==> src/rtl/fetch_unit.sv <==
// rtl/fetch_unit.sv - instruction fetch: one outstanding imem read, enqueues {pc, instr} entries
module fetch_unit #(
    parameter logic [31:0] RESET_PC = 32'h1eceb000,
    parameter int          IQ_WIDTH = 64
) (
    input  logic                clk,
    input  logic                rst,
    output logic [31:0]         imem_addr,
    output logic [3:0]          imem_rmask,
    input  logic [31:0]         imem_rdata,
    input  logic                imem_resp,
    output logic [IQ_WIDTH-1:0] iq_wdata,
    output logic                iq_enqueue,
    input  logic                iq_full,
    input  logic                iq_dequeue,
    input  logic                redirect_valid,
    input  logic [31:0]         redirect_pc
);

    typedef enum logic [1:0] {S_IDLE, S_WAIT, S_HOLD, S_DISCARD} state_t;

    state_t      r_state;
    state_t      w_state_next;
    logic [31:0] r_pc;
    logic [31:0] r_buf_instr;
    logic [31:0] w_pc_next;
    logic [31:0] w_buf_next;
    logic [31:0] w_instr;
    logic        w_accept;
    logic        w_req;
    logic        w_enq;

    // The queue does one operation per cycle and a dequeue takes precedence.
    assign w_accept = !iq_full && !iq_dequeue;

    always_ff @(posedge clk) begin
        if (rst) begin
            r_state <= S_IDLE;
        end else begin
            r_state <= w_state_next;
        end
    end

    always_ff @(posedge clk) begin
        if (rst) begin
            r_pc        <= RESET_PC;
            r_buf_instr <= 32'h0;
        end else begin
            r_pc        <= w_pc_next;
            r_buf_instr <= w_buf_next;
        end
    end

    always_comb begin
        w_state_next = r_state;
        w_buf_next   = r_buf_instr;
        case (r_state)
            S_IDLE: begin
                if (!redirect_valid) w_state_next = S_WAIT;
            end
            S_WAIT: begin
                if (imem_resp) begin
                    if (redirect_valid || w_accept) begin
                        w_state_next = S_IDLE;
                    end else begin
                        w_state_next = S_HOLD;
                        w_buf_next   = imem_rdata;
                    end
                end else if (redirect_valid) begin
                    w_state_next = S_DISCARD;
                end
            end
            S_HOLD: begin
                if (redirect_valid || w_accept) w_state_next = S_IDLE;
            end
            default: begin
                if (imem_resp) w_state_next = S_IDLE;
            end
        endcase
        // A redirect overrides any pc advance, in every state.
        if (redirect_valid) begin
            w_pc_next = {redirect_pc[31:2], 2'b00};
        end else if (w_enq) begin
            w_pc_next = r_pc + 32'd4;
        end else begin
            w_pc_next = r_pc;
        end
    end

    always_comb begin
        w_req   = 1'b0;
        w_enq   = 1'b0;
        w_instr = r_buf_instr;
        case (r_state)
            S_IDLE: w_req = !redirect_valid;
            S_WAIT: begin
                if (imem_resp && !redirect_valid && w_accept) begin
                    w_enq   = 1'b1;
                    w_instr = imem_rdata;
                end
            end
            S_HOLD:  w_enq = !redirect_valid && w_accept;
            default: ;
        endcase
        if (rst) begin
            imem_addr  = RESET_PC;
            imem_rmask = 4'h0;
            iq_enqueue = 1'b0;
            iq_wdata   = '0;
        end else begin
            imem_addr  = r_pc;
            imem_rmask = w_req ? 4'hf : 4'h0;
            iq_enqueue = w_enq;
            iq_wdata   = IQ_WIDTH'({r_pc, w_instr});
        end
    end

endmodule

==> config.mk <==
export PLATFORM = sky130hd
export DESIGN_NAME = fetch_unit
export DESIGN_NICKNAME = d
export VERILOG_FILES = /design/src/rtl/fetch_unit.sv
export SDC_FILE = /design/constraint.sdc
export NUM_CORES = 1
export LEC_CHECK = 0
export CAP_MARGIN = 15
export CORE_ASPECT_RATIO = 0.6
export CORE_UTILIZATION = 44
export DETAILED_ROUTE_END_ITERATION = 8
export GPL_TIMING_DRIVEN = 0
export PLACE_DENSITY = 0.85
export SYNTH_ARGS = -nofsm -noshare
export SYNTH_HDL_FRONTEND = slang
export SYNTH_SLANG_ARGS = --single-unit
==> constraint.sdc <==
create_clock -name clk -period 2.6 [get_ports clk]
set_input_delay 0.26 -clock clk [delete_from_list [all_inputs] [get_ports clk]]
set_output_delay 0.26 -clock clk [all_outputs]
set_load 0.01 [all_outputs]
Yosys cells after proc, flatten, opt, wreduce, memory -nomap -nowiden. Cells that the tools add are included. Widths: inputs -> output; s select.

ROM bits: 0. Bits in writable memories: 0. Memories kept: 0. Logic and storage cells: 44. Register bits: 66. Output and inout bits: 101. Input bits: 70. Latch bits: 0.

Magnitude comparators: 0. Shifts and indexed selects: 0. Equal/unequal tests: 5. Multiply operators: 0. Div/mod/pow operators: 0. Muxes and demuxes: 19. Reduce and logical (&&, ||, !) cells: 14. Add/subtract/negate cells: 1. Bitwise gates (word level): 1.

Operators by type and width (count): $mux 32 (5); $mux 64 (1); $add 32x3->32 const B (1); $mux 2 (6); $mux 4 (2); $pmux 2 s3 (1); $logic_and 1x1->1 (4); $ne 2x2->1 const B (2); $reduce_and 4->1 (1); $reduce_bool 4->1 (1); $logic_not 1->1 (3); $mux 1 (3); $ne 3x3->1 const B (1); $reduce_and 3->1 (1); $eq 2x1->1 const B (1); $eq 2x2->1 const B (1); $logic_not 2->1 (1); $pmux 1 s2 (1); $reduce_bool 2->1 (1); $reduce_or 2->1 (1); $logic_or 1x1->1 (1); $not 1->1 (1).

Longest topological paths before layout. Gate-level depths: netlist (run 1).

Depth after elaboration: 7. Gate-level depth with buffers: 8. Mapped depth without buffers: 6.

Worst setup path before layout (run 1). No wires, ideal clock.

Path kind: register to register. Start: register r_state[0]. End: register r_pc[25]. Path slack: 0.684 ns. Library setup time: 0.091 ns. Period minus slack after synthesis: 1.916 ns. Data arrival time: 1.826 ns. Data required time: 2.509 ns. Cell stages (with the launch flop): 7. Path through: dfxtp_1 -> inv_1 -> ha_1 -> or3b_1 -> nor4_1 -> a2111oi_0 -> a311oi_1.

Cells in the longest elaborated chain, start to end: 3.

Ends and longest elaborated chain: start, declared (line 22) `state_t r_state;`; start signal, assigned (line 40) `r_state <= w_state_next;`; $eq 2x2->1 or $eq 2x1->1 (tied branches) (line 94) `case (r_state)`; $pmux 1 s2 * (line 94); $reduce_bool 2->1 (no source line) *; end signal, assigned (line 49) `r_pc <= w_pc_next;`; end, declared (line 24) `logic [31:0] r_pc;`.

Every way passes the cells marked *; elsewhere a longest branch is shown, timed or not. A chain may end at the register's enable or synchronous reset.

Final worst setup path (run 1).
Start: input rst. End: output iq_wdata[42].

Cells in the longest elaborated chain, start to end: 1.

Ends and longest elaborated chain: start, declared (line 7) `input logic rst,`; $mux 64 (line 105) `if (rst) begin`; end, declared (line 12) `output logic [IQ_WIDTH-1:0] iq_wdata,`.

Every way passes these cells.

==> results of run 1 <==
-- how the worst min path moves through the flow --
stage | depth (start not counted) | to | slack [ps]
after floorplan | 2 | r_buf_instr[0]$_SDFFE_PP0P_ | 400
after global placement | 2 | r_buf_instr[26]$_SDFFE_PP0P_ | 440
after detailed placement | 2 | r_buf_instr[7]$_SDFFE_PP0P_ | 450
after CTS | 2 | r_buf_instr[7]$_SDFFE_PP0P_ | 460
after global routing | 2 | r_buf_instr[7]$_SDFFE_PP0P_ | 470
final | 2 | r_buf_instr[13]$_SDFFE_PP0P_ | 460
-- kinds of logic (layout without fill, tap and decap cells) --
| group | Yosys count | after routing |
|---|---|---|
| flip-flops | 64 | 64 |
| other | 1 | 5 |
| AO/OA/AOI/OAI | 128 | 128 |
| AND/OR/NAND/NOR | 321 | 321 |
| adder cells (fa/ha/maj) | 4 | 4 |
| XOR/XNOR | 6 | 6 |
| buffers and inverters | 81 | 267 |
-- registers in the layout, summed over array words and instances (netlist names) --
name         cells
r_pc            30
r_buf_instr     32
r_state          2
-- report_power, final --
part | internal (mW) | switching [mW]
clock network | 0.757 | 0.434
logic | 0.408 | 0.414
registers | 1.05 | 0.0757
-- what timing repair did --
action / 4_1_cts / 5_1_grt
gates cloned: 1 / 0
pin swaps: 1 / 1
buffers inserted: 5 / 2
resized for setup: 48 / 22
setup endpoints to repair: 39 / 19
-- through the flow --
step / instances / instance area (um^2) / setup TNS [ps] / hold WS [ps] / utilization [%]
after floorplan: 608 / 4210 / 0 / 396 / -
after global placement: 901 / 6000 / -11140 / 442 / 65.1
after detailed placement: 901 / 6000 / -11810 / 449 / 65.1
after CTS: 922 / 6370 / 0 / 456 / 69.1
after global routing: 925 / 6440 / -36.8 / 474 / 69.9
final: 925 / 6440 / 0 / 457 / 69.9
-- worst max-delay path, delay by kind of cell --
family	cells	cell delay, ps
buffers and inverters	6	1960
and+or+nand+nor	1	110
-- synth_stat cells, drive strengths merged (8+ instances only) --
cell    instances  area [um^2]
o21ai          11         55.1
a311oi         10         87.6
nor2b          31          194
nand4          14         93.8
nand2         141          529
and4            8         70.1
a21oi          69          345
clkbuf         43          161
dfxtp          64         1280
nand3          17         85.1
a211oi         10         75.1
nor2           22         82.6
inv             9         33.8
or2            14         87.6
and3           10         62.6
nor3           29          145
buf            29          206
-- final cells by class --
cell class / instances / area share, %
tap: 130 / 2.52
timing repair buffer: 171 / 26.0
clock inverter: 4 / 0.699
clock buffer: 11 / 3.77
buffer: 72 / 6.47
sequential: 64 / 19.9
inverter: 9 / 0.524
antenna: 1 / 0.0388
multi-input combinational: 463 / 40.1
-- per-layer routing --
layer	vias up	wire length [um]
met4	0	295
met5	-	0
met3	33	1600
met2	305	6720
li1	2473	-
met1	2452	7100
==> results.txt, run 1 <==
The flow ran to the end, and the final reports show no timing, DRC or antenna violations. Number of max-capacitance violations reported: 0. At the later pin of the worst-skew pair, clock insertion delay measures 330 ps. The initial utilization of the core area, before any placement, comes to 45.5%.

Timing startpoint of the critical path: rst. For this run the aggregate overflow at the end of global routing stands at 0. The total design power came out at 3.14 mW. Pin placement for this block handled 171 I/O pins. The aggregate routed wire length is 15700 um, and the share of the cycle needed by the critical path after routing is 99.7%.

Global routing used 43.9% of the available met1 tracks. The share of the Yosys chip area taken by registers is 30.5%. For this run, asynchronously set or reset flops after synthesis account for 0%.

The reg2reg setup slack was 210 ps. The first global-routing pass estimated 24600 um of wire. The most common library cell in the layout ignoring fill and taps was sky130_fd_sc_hd__nand2_1.

The logs give 0.386 GHz for the achievable frequency and 0 for the detailed-route DRC error count. The minimum period implied by the final worst setup slack is 2590 ps. The number of buffers between clock root and the deepest sink came out at 2. The critical path is of the in2out type. In the layout the commonest cells are sky130_fd_sc_hd__nand2_1, sky130_fd_sc_hd__clkdlybuf4s50_1, sky130_fd_sc_hd__a21oi_1. The initial antenna violation count was 1; the number of synthesized flops with an enable pin was 0. The tree built by TritonCTS fans out to 64 sinks. Dividing total power by cell area gives a power density of 487 nW/um^2. STA puts the critical path data required time at 2340 ps. The run gives 750 as the fill cell total of the finished layout. The clock skew after layout was 6.36 ps; the share of the synthesized netlist area taken by xor and xnor gates was 1.25%. The worst register-to-register path has a depth of 8. The run gives 540 as the number of violations reported at the end of detailed-routing iteration 0. The run gives 0 as the number of pins with negative max-slew slack in the final report. During synthesis, Yosys emitted a total of 0 warnings. The met3 global-route usage was 6.90%. From left edge to right edge, the die measures 128 um. For the pin with the worst max-slew slack, the measured transition is 760 ps.

Counting stages on the worst path, the most repeated cell is sky130_fd_sc_hd__clkbuf_2. Entering global routing, the biggest net connects 11 pins. The synthesis-to-layout area growth was 53.5%.

The routed wirelength normalized by instance count was 17.0 um. The tightest min-delay check is of the reg2reg type. The worst setup path is launched from an input pin. Global routing used 47.6% of the available met2 tracks.

Number of port buffers: 163. TritonCTS built the clock tree. The largest individual stage delay along the critical path comes from the cell sky130_fd_sc_hd__clkdlybuf4s50_1. After clock tree synthesis, the clock-pin slew on the worst setup and hold paths is 50 ps.

The signal on the critical path passes through clkbuf_1, buf_2, clkbuf_2, clkbuf_2, nor2_1, buf_4, clkdlybuf4s50_1. The netlist uses 51 different library cells. The cell area after technology mapping is 4200 um^2, and the first-pass iteration count of the detailed router is 5.

The largest fanout on the critical path works out to 10. The floorplan has 27 rows. Buffer type at the clock tree root: sky130_fd_sc_hd__clkbuf_16.

The synthesized netlist devotes 19.1% of its cell area to compound gates. The worst-case IR drop observed on VDD is 0.335 mV. The final-report hold violation count was 0. The die is 77.6 um tall. At the end of routability-driven placement, the weighted congestion stood at 0.946. The setup-violating endpoint count in the final report was 0. The number of global-route vias before repair was 5007.

Number of buffers created by CTS: 9. The overall routing resource usage came out at 31.4%. Combinational family with the most area after synthesis: simple AND/OR/NAND/NOR gates. The H-tree depth is 3, and the post-layout net count is 864. Layer carrying the most global-route usage: met2.

The kind of end point of the critical path was a primary output. The tools report the endpoint of the lowest-slack register-to-register path as r_pc[11]$_SDFFE_PP0P_. Post-synthesis adder-cell area fraction: 1.19%.

The tools report the count of nets left with antenna violations after detail routing as 0. The dominant synthesized flop cell was sky130_fd_sc_hd__dfxtp_1. The number of synthesized register bits works out to 64.

Synthesis produced a netlist whose cell count is 605. The tools report the static leakage as 2.48 nW. The die covers 9940 um^2. Following the worst setup path forward leads to its endpoint at iq_wdata[42].

The total area inside the core boundary comes to 9220 um^2. The post-synthesis area per instance was 6.94 um^2; the vias after detailed routing was 5263. Summing all multi-input logic gate instances after layout gives 2580 um^2.

The post-route netlist has 11.1% of its cells at a drive strength greater than 1. Using the TritonRoute via totals, the vias-per-cell ratio works out to 5.69. Delay of the slowest critical-path stage: 460 ps.

Once detailed placement completed, the half-perimeter wirelength came to 11400 um. The worst path setup slack after routing is 6.56 ps, and the post-placement worst setup slack is -414 ps. Hold repair after CTS inserted 0 buffers.

The startpoint of the lowest-slack register-to-register path is r_state[0]$_SDFFE_PP0P_. The tools report the footprint of the flip-flops and latches as 1280 um^2. Measured against its own limit, the worst slew margin works out to 49.2%.

Multiplexer cells account for 0% of the synthesized area. The tools report the hold path startpoint as r_buf_instr[13]$_SDFFE_PP0P_. STA puts the critical path data arrival time at 2330 ps. After Yosys synthesis, and, or, nand and nor cells account for 38.2% of the synthesized area.
Note: power is estimated with default switching activity, not from simulation.
==> run 2: changes to the inputs <==
Settings changed: CAP_MARGIN 15 to not set, CORE_UTILIZATION 44 to 40, PLACE_DENSITY 0.85 to 0.81.
Clock period 2.6 ns to 2.1 ns, I/O delays scaled along.
==> run 2 against run 1 <==
  * The run now ends with negative setup slack left
  * Total power rose by 32%
  * First-iteration DRC count fell by 11%
  * Combinational power rose by 40%
  * Global-route usage fell by 2.2 points
  * Via count rose by 3.1%
  * Clock-buffer cell count fell by 1
  * Register-to-register slack got worse by 220 ps
  * Wire length rose by 6.8%
  * Non-clock buffer count rose by 12
  * Die area rose by 9.8%
  * Clock skew barely moved
  * Utilization fell by 2.5 points
==> results.txt, run 2 (synthesis gave the netlist of run 1 again) <==
The clock skew after layout is 6.32 ps (was 6.36 ps). The run gives 10000 um^2 (was 9220 um^2) as the core region area. The measured slew at the worst slew-check pin was 718 ps (was 760 ps); the footprint of the flip-flops and latches was 1290 um^2 (was 1280 um^2).

The sort of element at the start of the critical path was a flip-flop (was an input pin). The clock edge transition at the registers on the reported setup and hold paths was 60 ps (was 50 ps). The endpoint of the worst hold-timing path is r_pc[29]$_SDFFE_PP0P_ (was r_buf_instr[13]$_SDFFE_PP0P_). The most common library cell in the layout ignoring fill and taps is sky130_fd_sc_hd__clkdlybuf4s50_1 (was sky130_fd_sc_hd__nand2_1).

Final-report hold violation count: 0 (unchanged). The critical path's slowest cell was sky130_fd_sc_hd__dfxtp_4 (was sky130_fd_sc_hd__clkdlybuf4s50_1). The width of the chip works out to 134 um (was 128 um).

The tools report the buffer type at the clock tree root as sky130_fd_sc_hd__clkbuf_16 (unchanged). The number of core rows is 28 (was 27). The final weighted congestion in routability-driven placement was 0.940 (was 0.946); the die boundary height was 81.3 um (was 77.6 um).

The synthesis-to-layout area growth is 60.8% (was 53.5%). The total congestion overflow after global routing is 0 (unchanged). The count of buffering cells on the critical path with inverters included was 4 (was 6); the wire length of the first global-routing pass was 24900 um (was 24600 um). The routed wirelength normalized by instance count came out at 17.9 um (was 17.0 um). Setup repair after global routing could not meet its margin everywhere. The post-layout net count is 876 (was 864), and the maximum vdd drop is 0.543 mV (was 0.335 mV). For the number of global-route vias before repair, the log shows 5078 (was 5007). The count of nets left with antenna violations after detail routing is 0 (unchanged).

The number of violations reported at the end of detailed-routing iteration 0 was 478 (was 540); the I/O pin count was 171 (unchanged). Antenna diode count: 0 (was 1). The half-perimeter wire length of the detailed placement result was 11800 um (was 11400 um). Based on the critical path, the design can be clocked at up to 0.462 GHz. Number of placed instances with taps included: 906 (was 901). The ratio of cells with drive above 1 in the final layout is 24.5% (was 11.1%), and the largest fanout on the critical path is 6 (was 10). The worst slew margin relative to its limit is 52.1% (was 49.2%).

The run gives 330 ps (about the same) as the clock network latency to the later pin of the worst-skew pair. Clock sink count: 64 (unchanged). Worst hold path class: in2reg (was reg2reg). The worst hold margin is 427 ps (was 457 ps). The number of port buffers was 163 (unchanged).

The final reports fail on negative setup slack. The endpoint of the lowest-slack register-to-register path is r_pc[16]$_SDFFE_PP0P_ (was r_pc[11]$_SDFFE_PP0P_). The type of the worst setup path was reg2out (was in2out). The filler-free cell count of the finished design is 940 (was 925). The logs give 0 (unchanged) for the detailed-route DRC error count and 13 (was 0) for the setup-violating endpoint count in the final report. TritonCTS built the clock tree. The maximum number of pins on one net before global-route repair is 11 (unchanged). The tools report the total die area as 10900 um^2 (was 9940 um^2).

The cell area power density was 614 nW/um^2 (was 487 nW/um^2); the effective utilization at floorplan was 41.9% (was 45.5%). The tools report the number of pins with negative max-slew slack in the final report as 0 (unchanged). The number of instances on the worst hold path came out at 4 (was 2).

Largest registers: r_buf_instr: 32 flops, r_pc: 30 flops, r_state: 2 flops (unchanged). The first-pass iteration count of the detailed router was 7 (was 5). The vias after detailed routing is 5425 (was 5263). The timing startpoint of the critical path was r_state[1]$_SDFFE_PP0P_ (was rst). The H-tree depth is 3 (unchanged), and the count of hold-fix buffers inserted at cts is 0 (unchanged). The aggregate routed wire length was 16800 um (was 15700 um). The minimum period implied by the final worst setup slack was 2160 ps. Hold path startpoint: rst (was r_buf_instr[13]$_SDFFE_PP0P_). The share of the cycle needed by the critical path after routing is 103%. The worst path setup slack after routing came out at -62.3 ps (was 6.56 ps). The kind of end point of the critical path is a primary output (unchanged).

Number of buffers between clock root and the deepest sink: 2 (unchanged). The delay of the slowest critical-path stage was 360 ps (was 460 ps). The depth of the worst register-to-register path is 7 (was 8). Reg2reg setup slack: -10 ps (was 210 ps).

The gate family responsible for the most delay along the worst path was buffers and inverters (unchanged). The footprint of the multi-input gates was 2810 um^2 (was 2580 um^2); the fill cell total of the finished layout was 844 (was 750). Highest-count cells in the layout ignoring fill and taps: sky130_fd_sc_hd__clkdlybuf4s50_1, sky130_fd_sc_hd__nand2_1, sky130_fd_sc_hd__dfxtp_1 (was sky130_fd_sc_hd__nand2_1, sky130_fd_sc_hd__clkdlybuf4s50_1, sky130_fd_sc_hd__a21oi_1).

The initial antenna violation count is 0 (was 1). The flip-flop count of the largest register, all copies and words added is 32 (unchanged), and the number of logic stages on the critical path including buffering is 9 (was 7). Register bank with the most flops: r_buf_instr (unchanged).

The number of buffers created by CTS is 9 (unchanged), and the static leakage is 2.57 nW (was 2.48 nW). The per-cell via count in the routed design was 5.77 (was 5.69). The overall routing resource usage came out at 29.2% (was 31.4%). The flow ran to the end, but the final reports show violations. The run gives 1950 ps (was 2330 ps) as the critical path arrival. The required arrival time at the worst endpoint came out at 1890 ps (was 2340 ps). Startpoint of the lowest-slack register-to-register path: r_state[1]$_SDFFE_PP0P_ (was r_state[0]$_SDFFE_PP0P_). The number of max-capacitance violations reported was 0 (unchanged).

Critical path cell sequence: inv_4, ha_4, nand3b_1, nor3_4, buf_6, clkbuf_16, nand2_2, a21oi_2, buf_2 (was clkbuf_1, buf_2, clkbuf_2, clkbuf_2, nor2_1, buf_4, clkdlybuf4s50_1).
run 2: layout make-up:
class / count / share of cell area [%]
clock buffers: 10 / 3.54
flip-flops and latches: 64 / 19.1
plain buffers: 72 / 6.99
inverters: 9 / 0.538
multi-input cells: 463 / 41.7
clock inverters: 4 / 1.04
well taps: 135 / 2.50
repair buffers: 183 / 24.6
run 2: per-layer routing:
metal,global-route usage [%],wire length (um),vias to the layer above
met1,39.0,7380,2528
met3,6.80,1590,59
met2,45.4,7320,344
li1,-,-,2494
met5,0,0,-
met4,12.6,492,0
run 2: timing repair:
item	4_1_cts	5_1_grt
endpoints found under the setup margin	94	90
gates resized for setup	186	86
cloned	1	2
setup buffers	9	8
pin swaps	4	18
run 2: tightest hold or removal path, stage by stage:
cell                       delay, ps
sky130_fd_sc_hd__clkbuf_2        190
sky130_fd_sc_hd__or3_1           130
sky130_fd_sc_hd__or4_1           100
sky130_fd_sc_hd__nand3_1          80
run 2: where the power goes:
part / internal, mW / switching, mW / total (mW)
Combinational: 0.570 / 0.582 / 1.15
Sequential: 1.30 / 0.0937 / 1.39
Clock: 1.05 / 0.543 / 1.60
run 2: per-stage QoR:
step                      total power, mW  utilization, %  instance area [um^2]  worst slack [ps]  TNS [ps]
after floorplan                      1.89               -                  4210               184         0
after global placement               2.32            60.0                  6010              -745    -35170
after detailed placement             2.36            60.0                  6010              -818    -38260
after CTS                            4.04            64.4                  6450             -28.1      -117
after global routing                 4.29            67.3                  6750              -121     -2240
final                                4.14            67.3                  6750             -62.3      -247
run 2: worst max path at each step:
stage | end | slack, ps
after floorplan | r_pc[25]$_SDFFE_PP1P_ | 180
after global placement | iq_wdata[22] | -750
after detailed placement | iq_wdata[42] | -820
after CTS | iq_wdata[6] | -30
after global routing | iq_wdata[18] | -120
final | iq_wdata[13] | -60
